==> src/rtl/mac_ctrl_pkg.sv <==
// Shared types and constants for the MAC array sequencer.
package mac_ctrl_pkg;

  typedef enum logic [2:0] {
    IDLE,
    LOAD,
    EXEC,
    DRAIN,
    DONE
  } state_t;

  localparam logic [1:0] INST_NOP  = 2'b00;
  localparam logic [1:0] INST_LOAD = 2'b01;
  localparam logic [1:0] INST_EXEC = 2'b10;

  localparam logic SEL_KEY   = 1'b0;
  localparam logic SEL_QUERY = 1'b1;

endpackage

==> src/rtl/mac_array_ctrl.sv <==
// Key/query fetch sequencer and instruction driver for the mac_col chain.
// Optional stall-cycle counter enabled by defining MAC_CTRL_PERF_EN.
module mac_array_ctrl
  import mac_ctrl_pkg::*;
#(
  parameter int col     = 8,
  parameter int addr_w  = 4,
  parameter int mac_lat = 6
) (
  input  logic              clk,
  input  logic              reset,
  input  logic              start,
  input  logic [addr_w-1:0] n_query,
  input  logic              ofifo_afull,
  output logic              mem_cen,
  output logic              mem_sel,
  output logic [addr_w-1:0] mem_addr,
  output logic [1:0]        inst_out,
  output logic              busy,
  output logic              done
`ifdef MAC_CTRL_PERF_EN
  ,
  output logic [15:0]       perf_stall_cnt
`endif
);

  localparam int drain_w = $clog2(col + mac_lat + 1);
  localparam logic [addr_w-1:0]  last_key   = addr_w'(col - 1);
  localparam logic [drain_w-1:0] drain_init = drain_w'(col + mac_lat);

  state_t              state, state_nx;
  logic [addr_w-1:0]   cnt, cnt_nx;
  logic [addr_w-1:0]   nq;
  logic [drain_w-1:0]  drain_cnt, drain_nx;
  logic                afull_q;
  logic                req_d, sel_d, done_d;
  logic [addr_w-1:0]   addr_d;

  // afull is registered so a high sample suppresses the request one edge later.
  // NOTE: every variable gets a default before the case so no latch is inferred.
  always_comb begin
    state_nx = state;
    cnt_nx   = cnt;
    drain_nx = drain_cnt;
    req_d    = 1'b0;
    sel_d    = SEL_KEY;
    addr_d   = '0;
    done_d   = 1'b0;
    case (state)
      IDLE: begin
        if (start) begin
          state_nx = LOAD;
          cnt_nx   = '0;
        end
      end
      LOAD: begin
        req_d  = 1'b1;
        sel_d  = SEL_KEY;
        addr_d = cnt;
        if (cnt == last_key) begin
          cnt_nx = '0;
          if (nq == '0) begin
            state_nx = DRAIN;
            drain_nx = drain_init;
          end else begin
            state_nx = EXEC;
          end
        end else begin
          cnt_nx = cnt + 1'b1;
        end
      end
      EXEC: begin
        if (!afull_q) begin
          req_d  = 1'b1;
          sel_d  = SEL_QUERY;
          addr_d = cnt;
          if (cnt == nq - 1'b1) begin
            state_nx = DRAIN;
            drain_nx = drain_init;
          end else begin
            cnt_nx = cnt + 1'b1;
          end
        end
      end
      DRAIN: begin
        if (drain_cnt == '0) begin
          state_nx = DONE;
          done_d   = 1'b1;
        end else begin
          drain_nx = drain_cnt - 1'b1;
        end
      end
      DONE:    state_nx = IDLE;
      default: state_nx = IDLE;
    endcase
  end

  // NOTE: sequential state uses non-blocking assignments so all registers
  // update together from pre-edge values.
  always_ff @(posedge clk) begin
    if (reset) begin
      state     <= IDLE;
      cnt       <= '0;
      nq        <= '0;
      drain_cnt <= '0;
      afull_q   <= 1'b0;
      mem_cen   <= 1'b0;
      mem_sel   <= SEL_KEY;
      mem_addr  <= '0;
      inst_out  <= INST_NOP;
      busy      <= 1'b0;
      done      <= 1'b0;
    end else begin
      state     <= state_nx;
      cnt       <= cnt_nx;
      drain_cnt <= drain_nx;
      afull_q   <= ofifo_afull;
      if (state == IDLE && start) nq <= n_query;
      mem_cen   <= req_d;
      mem_sel   <= sel_d;
      mem_addr  <= addr_d;
      // SRAM data returns one cycle after the request, so the instruction trails it.
      inst_out  <= !mem_cen ? INST_NOP : (mem_sel ? INST_EXEC : INST_LOAD);
      busy      <= (state_nx != IDLE);
      done      <= done_d;
    end
  end

`ifdef MAC_CTRL_PERF_EN
  always_ff @(posedge clk) begin
    if (reset || (state == IDLE && start)) begin
      perf_stall_cnt <= '0;
    end else if (state == EXEC && afull_q && perf_stall_cnt != 16'hFFFF) begin
      perf_stall_cnt <= perf_stall_cnt + 16'd1;
    end
  end
`endif

endmodule

==> config.mk <==
export PLATFORM = sky130hd
export DESIGN_NAME = mac_array_ctrl
export DESIGN_NICKNAME = d
export VERILOG_FILES = /design/src/rtl/mac_ctrl_pkg.sv /design/src/rtl/mac_array_ctrl.sv
export SDC_FILE = /design/constraint.sdc
export NUM_CORES = 1
export LEC_CHECK = 0
export ABC_AREA = 1
export BUFFER_PORTS_ARGS = -buffer_cell sky130_fd_sc_hd__clkbuf_2
export CAP_MARGIN = 20
export CORE_MARGIN = 10
export CORE_UTILIZATION = 41
export CTS_CLUSTER_DIAMETER = 200
export DETAILED_ROUTE_END_ITERATION = 7
export GPL_TIMING_DRIVEN = 0
export HOLD_SLACK_MARGIN = 0.05
export PLACE_DENSITY = 0.63
export REMOVE_ABC_BUFFERS = 1
export SLEW_MARGIN = 0
export SYNTH_ARGS = -nofsm -noshare
export SYNTH_HDL_FRONTEND = slang
export SYNTH_SLANG_ARGS = --single-unit
==> constraint.sdc <==
create_clock -name clk -period 1.5 [get_ports clk]
set_input_delay 0.225 -clock clk [delete_from_list [all_inputs] [get_ports clk]]
set_output_delay 0.225 -clock clk [all_outputs]
set_load 0.05 [all_outputs]
* Yosys cells after proc, flatten, opt, wreduce, memory -nomap -nowiden *
Cells that the tools add are included.

word-level totals
  bits in registers = 26
  input port bits = 8
  logic and storage cells = 65

cells by class
  $add $sub $neg = 3
  equal/unequal tests = 12
  muxes and demuxes = 24
  bitwise operators = 3
  reductions and logical operators = 12

operators with widths
  cell                 number
  $mux 4               10
  $pmux 4 s3           2
  $mux 3               5
  $ne 2x2->1 const B   7
  $pmux 3 s4           1
  $reduce_bool 3->1    3
  $logic_not 4->1      2
  $pmux 4 s2           1
  $sub 4x1->4 const B  2
  $eq 3x2->1 const B   2
  $reduce_and 6->1     1
  $reduce_or 2->1      3
  $add 4x1->4 const B  1
  $eq 4x3->1 const B   1
  $eq 4x4->1           1
  $reduce_and 4->1     1
  $eq 3x1->1 const B   1
  $logic_not 3->1      1
  $mux 1               3
  $not 1->1            3
  $mux 2               1
  $pmux 1 s2           1
  $logic_and 1x1->1    1

* Longest topological paths before layout *
Gate-level depths: netlist of the first run.

  depth after elaboration = 6
  mapped depth = 13
  depth with buffers taken out = 13

* Worst setup path after synthesis of the first run *
OpenSTA, ideal clock, no wires.

  path kind = reg-to-reg
  start = reg nq[0]
  end = reg drain_cnt[2]
  library setup time = 0.132 ns
  data arrival time = 1.417 ns
  data required time = 1.368 ns
  setup slack = -0.050 ns
  cell stages (with the launch flop) = 11
  clock period less this slack = 1.550 ns
  cells stage by stage = dfxtp_1 > inv_1 > ha_1 > xor2_1 > nand2_1 > nor2_2 > nand3_1 > nand2_2 > nand2_1 > nand2_1 > a21oi_1

on the way
  word-level cells in the longest chain between the ends = 4
  elaborated cells on any way between the ends = 6

ends and longest elaborated chain
  element                                RTL line               RTL
  start, declared                        mac_array_ctrl.sv:33   logic [addr_w-1:0] nq;
  start signal, assigned                 mac_array_ctrl.sv:118  if (state == IDLE && start) nq <= n_query;
  $sub 4x1->4                            mac_array_ctrl.sv:77   if (cnt == nq - 1'b1) begin
  $eq 4x4->1                             mac_array_ctrl.sv:77
  $ne 2x2->1 (no source line)            n/a
  $reduce_and 6->1 (no source line) (*)  n/a
  end signal, assigned                   mac_array_ctrl.sv:116  drain_cnt <= drain_nx;
  end, declared                          mac_array_ctrl.sv:34   logic [drain_w-1:0] drain_cnt, drain_nx;

Mark *: on every way between the ends. The rest lies on a longest branch, timed or not.
A chain may end at the register's enable or synchronous reset.

* Final worst setup path of the first run *
  start = reg nq[0]
  end = reg drain_cnt[1]

Same word-level chain as after synthesis.

==> flow_summary.json, run 1 <==
{
  "status": "finished with violations",
  "violations": "setup timing",
  "grt_pass1_wl_um": 4698,
  "place_inst": 220,
  "irDropWorstVdd_mv": 0.3893,
  "syn_to_final_growth_pct": 25.50,
  "skew_ps": 4.051,
  "drcViolationCount": 0,
  "p_per_area_mw_per_mm2": 1041,
  "dpl.hpwl_um": 2045,
  "async_flop_share_pct": 0,
  "ys_seq_area_share_pct": 41.94,
  "num_rows": 19,
  "track_usage_pct": 10.36,
  "grt_antenna_before_repair": 0,
  "clock-root-buffer": "clkbuf_4",
  "power_leakage_nw": 0.7129,
  "clkLatencyLatePin_ps": 320,
  "gp_congestion": 0.8474,
  "die-area_sq_mm": 0.005628,
  "cts_hold_buf": 0,
  "num-nets-final": 214,
  "min_from": "ofifo_afull",
  "yosysWarnings": 0,
  "die_w_um": 75.02,
  "ys_types": 23,
  "clock-sinks": 26,
  "avgSynthCellArea_sq_um": 7.175,
  "cp-start-kind": "flip-flop",
  "crit_fanout": 6,
  "io_pins": 18,
  "ys.flop_type": "dfxtp_1",
  "synthesis.instances": 173,
  "ys_ff_latch": 26,
  "synth_edf_count": 0,
  "synth.cell_area_sq_mm": 0.001241,
  "reg2reg_from": "nq[0]",
  "reg2reg_to": "drain_cnt[1]",
  "coreArea_sq_mm": 0.002829,
  "vias_per_cell": 5.017,
  "max-cap-violations": 0,
  "yosysTopAreaCellShare_pct": 41.94,
  "cts.reportedPaths.clkPinSlew_ps": 150,
  "fill_cells": 269,
  "holdPathStages": 3,
  "clock.fmax_ghz": 0.6251,
  "die_y_um": 75.02,
  "numCtsBuffers": 3,
  "wl_per_cell_um": 11.95,
  "start_util_pct": 43.87,
  "worstSetupPathType": "flip-flop to flip-flop",
  "drive_gt1_share_pct": 36.32,
  "crit_arrival_ps": 1820,
  "drtIter0Drc": 39,
  "cts_tree": "built",
  "maxSlewHeadroom_pct": 73.55,
  "yosysTopAreaCell": "dfxtp_1",
  "hold-worst-slack_ps": 62.42,
  "yosys-top-cells-count": "nand2_1 (35), dfxtp_1 (26), nor2_1 (23)",
  "port_buffers": 17,
  "setup_viol": 8,
  "yosysMostFrequentCell": "nand2_1",
  "r2r_cells": 10,
  "grt_pass1_vias": 1163,
  "holdPathEnd": "afull_q",
  "diodes": 0,
  "cts_buffer_depth": 2,
  "overflow": 0,
  "drt-total-wl_um": 2772,
  "netlist_top_cells_area": "dfxtp_1 (42%), nand2_1 (11%), nor2_1 (7.0%), nand3_1 (5.2%), inv_1 (5.1%)",
  "grt_max_degree": 16,
  "endpoint_kind": "flip-flop",
  "htree_num_levels": 1,
  "antenna_left": 0,
  "dr.pass1.iters": 4,
  "finalCritPeriodShare_pct": 106.6,
  "final_cells": 232,
  "required_ps": 1720,
  "crit_path_start": "nq[0]",
  "hp-class": "input pin to flip-flop",
  "reg2reg_slack_ps": -100,
  "rsz0062_at_grt": "true",
  "fin_util_pct": 55.06,
  "worst_slack_ps": -99.72,
  "tightest_slew_ps": 394.2,
  "vias": 1164,
  "hold_viol": 0,
  "drv_slew": 0,
  "min_period_ps": 1600
}
## cells by family (layout without fill, tap and decap cells)
family / after synthesis / count (layout) / synth area share (%)
AOI/OAI and AO/OA: 24 / 24 / 9.980
and+or+nand+nor: 91 / 91 / 34.78
buffers and inverters: 26 / 54 / 7.863
DFF: 26 / 26 / 41.94
xor gates and xnor gates: 2 / 2 / 1.412
adders and majority gates: 4 / 4 / 4.032
## flip-flops by register name (all words and copies together) (netlist names)
| name | cells |
|---|---|
| cnt | 4 |
| drain_cnt | 4 |
| mem_addr | 4 |
| nq | 4 |
| state | 3 |
| inst_out | 2 |
| afull_q | 1 |
| busy | 1 |
| done | 1 |
| mem_cen | 1 |
| mem_sel | 1 |
## worst max-delay path: stages (launching register included)
cell and delay (ps):
dfxtp_2 380, inv_4 40, ha_4 250, xor2_1 130
nand2_1 70, nor2_2 140, nand3_2 150, nand2_4 140
nand2_4 70, nand2_1 70, a21oi_2 50
## report_power, final
group	total, W	switching [W]	leakage (nW)	internal, W
registers	0.000773	0.0000401	0.214	0.000733
clock network	0.000486	0.000216	0.0279	0.000270
logic	0.000362	0.000218	0.471	0.000145
## area by class of cell
cell class | instances | area [sq um] | share of cell area [%]
clock inverters | 1 | 30.03 | 1.928
well taps | 31 | 38.79 | 2.490
inverters | 25 | 101.3 | 6.506
multi-input cells | 121 | 693.2 | 44.50
repair buffers | 25 | 145.1 | 9.317
clock buffers | 3 | 22.52 | 1.446
flip-flops and latches | 26 | 526.8 | 33.82
## timing repair
item,in CTS,in global routing
pin swaps,12,3
gates resized for setup,18,10
buffers inserted,8,0
gates cloned,0,0
setup endpoints to repair,10,15
## routing by layer
metal  vias to the layer above  part of all wire (%)  track usage (%)
li1                        608                     -                -
met1                       536                    44            10.74
met2                        16                    50            19.33
met3                         4                   3.8            2.234
met4                         0                   1.6            4.832
met5                         -                     0                0
## through the flow
step	setup slack (ps)	power [W]	setup TNS (ps)	cell area (sq um)
after CTS	-74.21	0.001604	-513.7	1530
final	-99.72	0.001621	-548.8	1558
after detailed placement	-268.8	0.001073	-1878	1361
after floorplan	-42.75	0.001003	-151.4	1237
after global routing	-180.6	0.001706	-1381	1558
after global placement	-233.8	0.001062	-1652	1361
## cells in the final DEF, fill, tap and decap left out, drive strengths merged, types with 4 or more instances in the layout
cell    instances
ha              4
a21oi          12
nor3            5
nand3          14
clkbuf         20
inv            25
o21ai           9
buf             8
nand2          40
dfxtp          26
nor2           29
## worst max-delay path by stage
stage	end	slack, ps	cells past startpoint
after floorplan	cnt[1]	-40	10
after global placement	drain_cnt[3]	-230	10
after detailed placement	drain_cnt[2]	-270	10
after CTS	drain_cnt[2]	-70	10
after global routing	drain_cnt[1]	-180	10
final	drain_cnt[1]	-100	10
(Power assumes the default switching activity.)
==> run 2, diff against run 1 <==
--- a/config.mk
+++ b/config.mk
@@ -14,7 +14,7 @@
 export DETAILED_ROUTE_END_ITERATION = 7
 export GPL_TIMING_DRIVEN = 0
 export HOLD_SLACK_MARGIN = 0.05
-export PLACE_DENSITY = 0.63
+export PLACE_DENSITY = 0.66
 export REMOVE_ABC_BUFFERS = 1
 export SLEW_MARGIN = 0
 export SYNTH_ARGS = -nofsm -noshare
==> run 2 against run 1 <==
The run still ends with setup timing left. Total power down 12%. Combinational power fell by 2%. Non-clock buffer count is 2 lower. Cell area fell by 2.6%. Maximum frequency is 0.44% higher. Register-to-register slack hardly changed. Clock-buffer cell count unchanged. Critical endpoint unchanged.
==> flow_summary.json, run 2 (same netlist as run 1, synthesis figures left out) <==
{
  "status": "finished with violations",
  "violations": "setup timing",
  "clock.fmax_ghz": 0.6279,
  "clock-root-buffer": "clkbuf_4",
  "hold_viol": 0,
  "irDropWorstVdd_mv": 0.4604,
  "p_per_area_mw_per_mm2": 935.1,
  "diodes": 0,
  "min_period_ps": 1593,
  "final_cell_mix": "nand2_1 (31), nor2_1 (21), dfxtp_1 (21)",
  "wl_per_cell_um": 11.98,
  "critical-path-max-stage-delay_ps": 380,
  "die_y_um": 75.02,
  "drive_gt1_share_pct": 36.36,
  "cts_tree": "built",
  "required_ps": 1720,
  "setup_viol": 9,
  "antenna_left": 0,
  "grt_pass1_vias": 1194,
  "power_leakage_nw": 0.6928,
  "grt_max_degree": 14,
  "final_cells": 229,
  "drt-total-wl_um": 2743,
  "max-cap-violations": 0,
  "crit_chain": "inv_4 -> ha_4 -> xor2_1 -> nand2_1 -> nor2_2 -> nand3_2 -> nand2_4 -> nand2_4 -> nand2_1 -> a21oi_2",
  "grt_antenna_before_repair": 0,
  "clock-sinks": 26,
  "gp_congestion": 0.8505,
  "cts.reportedPaths.clkPinSlew_ps": 130,
  "syn_to_final_growth_pct": 22.28,
  "grt_pass1_wl_um": 4885,
  "worst_slack_ps": -92.67,
  "slowest_stage": "dfxtp_2",
  "place_inst": 220,
  "numCtsBuffers": 3,
  "drv_slew": 0,
  "final_common_cell": "nand2_1",
  "start_util_pct": 43.87,
  "crit_fanout": 6,
  "clkLatencyLatePin_ps": 320,
  "overflow": 0,
  "io_pins": 18,
  "num_rows": 19,
  "cp-start-kind": "flip-flop",
  "maxSlewHeadroom_pct": 74.35,
  "dr.pass1.iters": 4,
  "die-area_sq_mm": 0.005628,
  "hp-class": "input pin to flip-flop",
  "vias_per_cell": 4.969,
  "power_w": 0.001419,
  "dpl.hpwl_um": 2076,
  "die_w_um": 75.02,
  "rsz0062_at_grt": "true",
  "vias": 1138,
  "drtIter0Drc": 46,
  "track_usage_pct": 10.76,
  "port_buffers": 17,
  "finalCritPeriodShare_pct": 106.2,
  "cts_hold_buf": 0,
  "coreArea_sq_mm": 0.002829,
  "crit_arrival_ps": 1820,
  "cts_buffer_depth": 2,
  "skew_ps": 0.9336,
  "num-nets-final": 212,
  "tightest_slew_ps": 382.2,
  "setup_tns_ps": -555.7,
  "drcViolationCount": 0,
  "worstSetupPathType": "flip-flop to flip-flop",
  "place_ws_ps": -236.9,
  "fill_cells": 271,
  "fin_util_pct": 53.65,
  "endpoint_kind": "flip-flop",
  "htree_num_levels": 1
}
run 2: changes by cell type in the layout (fill, tap and decap cells not counted), moves of 2 or more:
cell / change
a21oi_1: +2
nand3_1: -2
nand3_2: +2
a21oi_2: -2
buf_4: -2
run 2: per-stage QoR:
stage	hold WS [ps]	area, sq um
6_report	70.93	1518
4_1_cts	67.65	1491
3_3_place_gp	419.3	1361
3_5_place_dp	422.2	1361
5_1_grt	86.69	1518
2_1_floorplan	294.1	1237
run 2: final timing paths:
| kind | start | end | slack (ps) | cells after the start |
|---|---|---|---|---|
| setup / recovery | nq[0] | drain_cnt[1] | -90 | 10 |
| hold / removal | ofifo_afull | afull_q | 70 | 3 |
| setup reg to reg | nq[0] | drain_cnt[1] | -90 | 10 |
| hold reg to reg | mem_sel | inst_out[0] | 450 | 1 |
run 2: where the power goes:
part | switching (W) | leakage (nW) | internal [W] | total, W
Sequential | 0.0000405 | 0.214 | 0.000733 | 0.000773
Combinational | 0.000216 | 0.465 | 0.000137 | 0.000353
Clock | 0.000199 | 0.0138 | 0.0000944 | 0.000293
Total | 0.000455 | 0.693 | 0.000964 | 0.00142
run 2: layout make-up:
type | count | area [sq um] | share of cell area [%]
multi-input cells | 121 | 698.2 | 46.00
well taps | 31 | 38.79 | 2.556
inverters | 25 | 101.3 | 6.678
clock buffers | 3 | 22.52 | 1.484
flip-flops and latches | 26 | 526.8 | 34.71
repair buffers | 23 | 130.1 | 8.574
run 2: metal layers:
layer	up-vias	part of all wire, %	global-route usage (%)
li1	602	-	-
met1	515	44	11.04
met2	17	51	20.00
met3	4	3.8	2.628
met4	0	1.7	5.042
met5	-	0	0
run 2: critical path, delay by kind of cell (launching register included):
kind / cells / cell delay, ps
xor gates and xnor gates: 1 / 140
and+or+nand+nor: 6 / 630
adders and majority gates: 1 / 250
DFF: 1 / 380
buffers and inverters: 1 / 40
AOI/OAI and AO/OA: 1 / 50
run 2: what timing repair did:
| action | CTS | global route |
|---|---|---|
| resized for setup | 21 | 8 |
| endpoints found under the setup margin | 10 | 15 |
| pin swaps | 11 | 6 |
| cloned | 0 | 0 |
| buffers inserted | 5 | 1 |
==> run 3, diff against run 2 <==
--- a/config.mk
+++ b/config.mk
@@ -7,9 +7,9 @@
 export LEC_CHECK = 0
 export ABC_AREA = 1
 export BUFFER_PORTS_ARGS = -buffer_cell sky130_fd_sc_hd__clkbuf_2
-export CAP_MARGIN = 20
 export CORE_MARGIN = 10
 export CORE_UTILIZATION = 41
+export CTS_BUF_LIST = sky130_fd_sc_hd__clkbuf_8
 export CTS_CLUSTER_DIAMETER = 200
 export DETAILED_ROUTE_END_ITERATION = 7
 export GPL_TIMING_DRIVEN = 0
==> run 3 against run 2 <==
The run still ends with setup timing left. Cell area increased by 1.3%. Largest cell class unchanged. Worst hold slack better by 68 ps. Non-clock buffer count unchanged. Die area stayed put. Clock-buffer cell count stayed put. Total power up 6.4%. Combinational power about the same. Routed wire length decreased by 0.47%. Final cell count unchanged. First-iteration DRC count grew 2.2%. Worst setup slack got worse by 8.7 ps. Sequential power about the same.
==> flow_summary.json, run 3 (same netlist as run 1, synthesis figures left out) <==
{
  "holdPathEnd": "afull_q",
  "diodes": 0,
  "io_pins": 18,
  "holdPathStages": 3,
  "final_cell_mix": "nand2_1 (31), dfxtp_1 (22), nor2_1 (21)",
  "cp-start-kind": "flip-flop",
  "fin_util_pct": 54.36,
  "tightest_slew_ps": 375.9,
  "crit_fanout": 6,
  "die_y_um": 75.02,
  "antenna_left": 0,
  "vias": 1164,
  "htree_num_levels": 1,
  "power_leakage_nw": 0.6987,
  "drtIter0Drc": 47,
  "maxSlewHeadroom_pct": 74.77,
  "syn_to_final_growth_pct": 23.89,
  "rsz0062_at_grt": "true",
  "clkPwrFrac_pct": 25.3,
  "dpl.hpwl_um": 2076,
  "combPwrFrac_pct": 23.6,
  "skew_ps": 3.312,
  "violations": "setup timing",
  "hp-class": "input pin to flip-flop",
  "p_sw_share_pct": 30.48,
  "max-cap-violations": 0,
  "drt-total-wl_um": 2730,
  "coreArea_sq_mm": 0.002829,
  "worstSetupPathType": "flip-flop to flip-flop",
  "drive_gt1_share_pct": 36.36,
  "finalCritPeriodShare_pct": 106.8,
  "num-nets-final": 212,
  "power_switching_w": 0.0004602,
  "status": "finished with violations",
  "endpoint_kind": "flip-flop",
  "crit_arrival_ps": 1760,
  "start_util_pct": 43.87,
  "die-area_sq_mm": 0.005628,
  "die_w_um": 75.02,
  "grt_pass1_wl_um": 4885,
  "min_from": "ofifo_afull",
  "cts.reportedPaths.clkPinSlew_ps": 80,
  "track_usage_pct": 10.76,
  "clock.fmax_ghz": 0.6245,
  "setup_viol": 8,
  "overflow": 0,
  "seqPwrFrac_pct": 51.1,
  "gp_congestion": 0.8505,
  "p_per_area_mw_per_mm2": 981.9,
  "min_period_ps": 1601,
  "r2r_cells": 10,
  "numCtsBuffers": 3,
  "drcViolationCount": 0,
  "p_int_w": 0.001050,
  "clkLatencyLatePin_ps": 270,
  "irDropWorstVdd_mv": 0.4660,
  "clock-root-buffer": "clkbuf_8",
  "cts_tree": "built",
  "cts_hold_buf": 0,
  "dr.pass1.iters": 4,
  "worst_slack_ps": -101.4,
  "grt_antenna_before_repair": 0,
  "final_common_cell": "nand2_1",
  "drv_slew": 0,
  "vias_per_cell": 5.083,
  "clock-sinks": 26,
  "required_ps": 1650,
  "hold-worst-slack_ps": 138.9,
  "place_ws_ps": -236.9,
  "reg2reg_to": "drain_cnt[3]",
  "reg2reg_from": "nq[0]",
  "hold_viol": 0,
  "grt_pass1_vias": 1189,
  "port_buffers": 17,
  "power_w": 0.001510,
  "grt_max_degree": 14,
  "wl_per_cell_um": 11.92,
  "reg2reg_slack_ps": -100,
  "cts_buffer_depth": 2,
  "setup_tns_ps": -496.3,
  "num_rows": 19
}
run 3: cell type report:
cell class,count,area (sq um)
timing repair buffer,23,130.1
inverter,25,101.3
multi-input combinational,121,700.7
clock buffer,3,41.29
sequential,26,525.5
tap,31,38.79
fill,264,1291
run 3: routing by layer:
metal	GRT usage, %	wire [um]	vias up
met5	0	0	-
met4	5.042	43	0
met3	2.628	140	5
met2	19.71	1400	27
met1	11.26	1146	529
li1	-	-	603
run 3: how the worst max path moves through the flow:
stage               startpoint      endpoint  slack (ps)
floorplan                nq[0]        cnt[1]         -40
global placement         nq[0]  drain_cnt[3]        -210
detailed placement       nq[0]  drain_cnt[2]        -240
CTS                      nq[0]  drain_cnt[3]         -70
global route             nq[0]  drain_cnt[3]        -180
finish                   nq[0]  drain_cnt[3]        -100
run 3: metrics by stage:
| stage | std cells | cell area, sq um |
|---|---|---|
| after floorplan | 172 | 1237 |
| after global placement | 220 | 1361 |
| after detailed placement | 220 | 1361 |
| after CTS | 228 | 1509 |
| after global routing | 229 | 1538 |
| final | 229 | 1538 |
run 3: timing repair:
item,4_1_cts,5_1_grt
gates resized for setup,21,9
setup endpoints to repair,10,15
pin swaps,11,7
setup buffers,5,1
run 3: power by group through the flow:
stage | logic [W] | clock network [W] | registers, W
after detailed placement | 0.000292 | 0 | 0.000781
after CTS | 0.000342 | 0.000393 | 0.000771
after floorplan | 0.000206 | 0 | 0.000796
after global placement | 0.000281 | 0 | 0.000778
after global routing | 0.000402 | 0.000415 | 0.000778
final | 0.000356 | 0.000381 | 0.000772
run 3: worst max-delay path, cell delays in order, from the launching register on:
cell     delay (ps)
dfxtp_2         360
inv_4            50
ha_4            260
xor2_1          140
nand2_1          80
nor2_2          130
nand3_2         140
nand2_4         140
nand2_4          70
nand2_1          80
a21oi_2          60
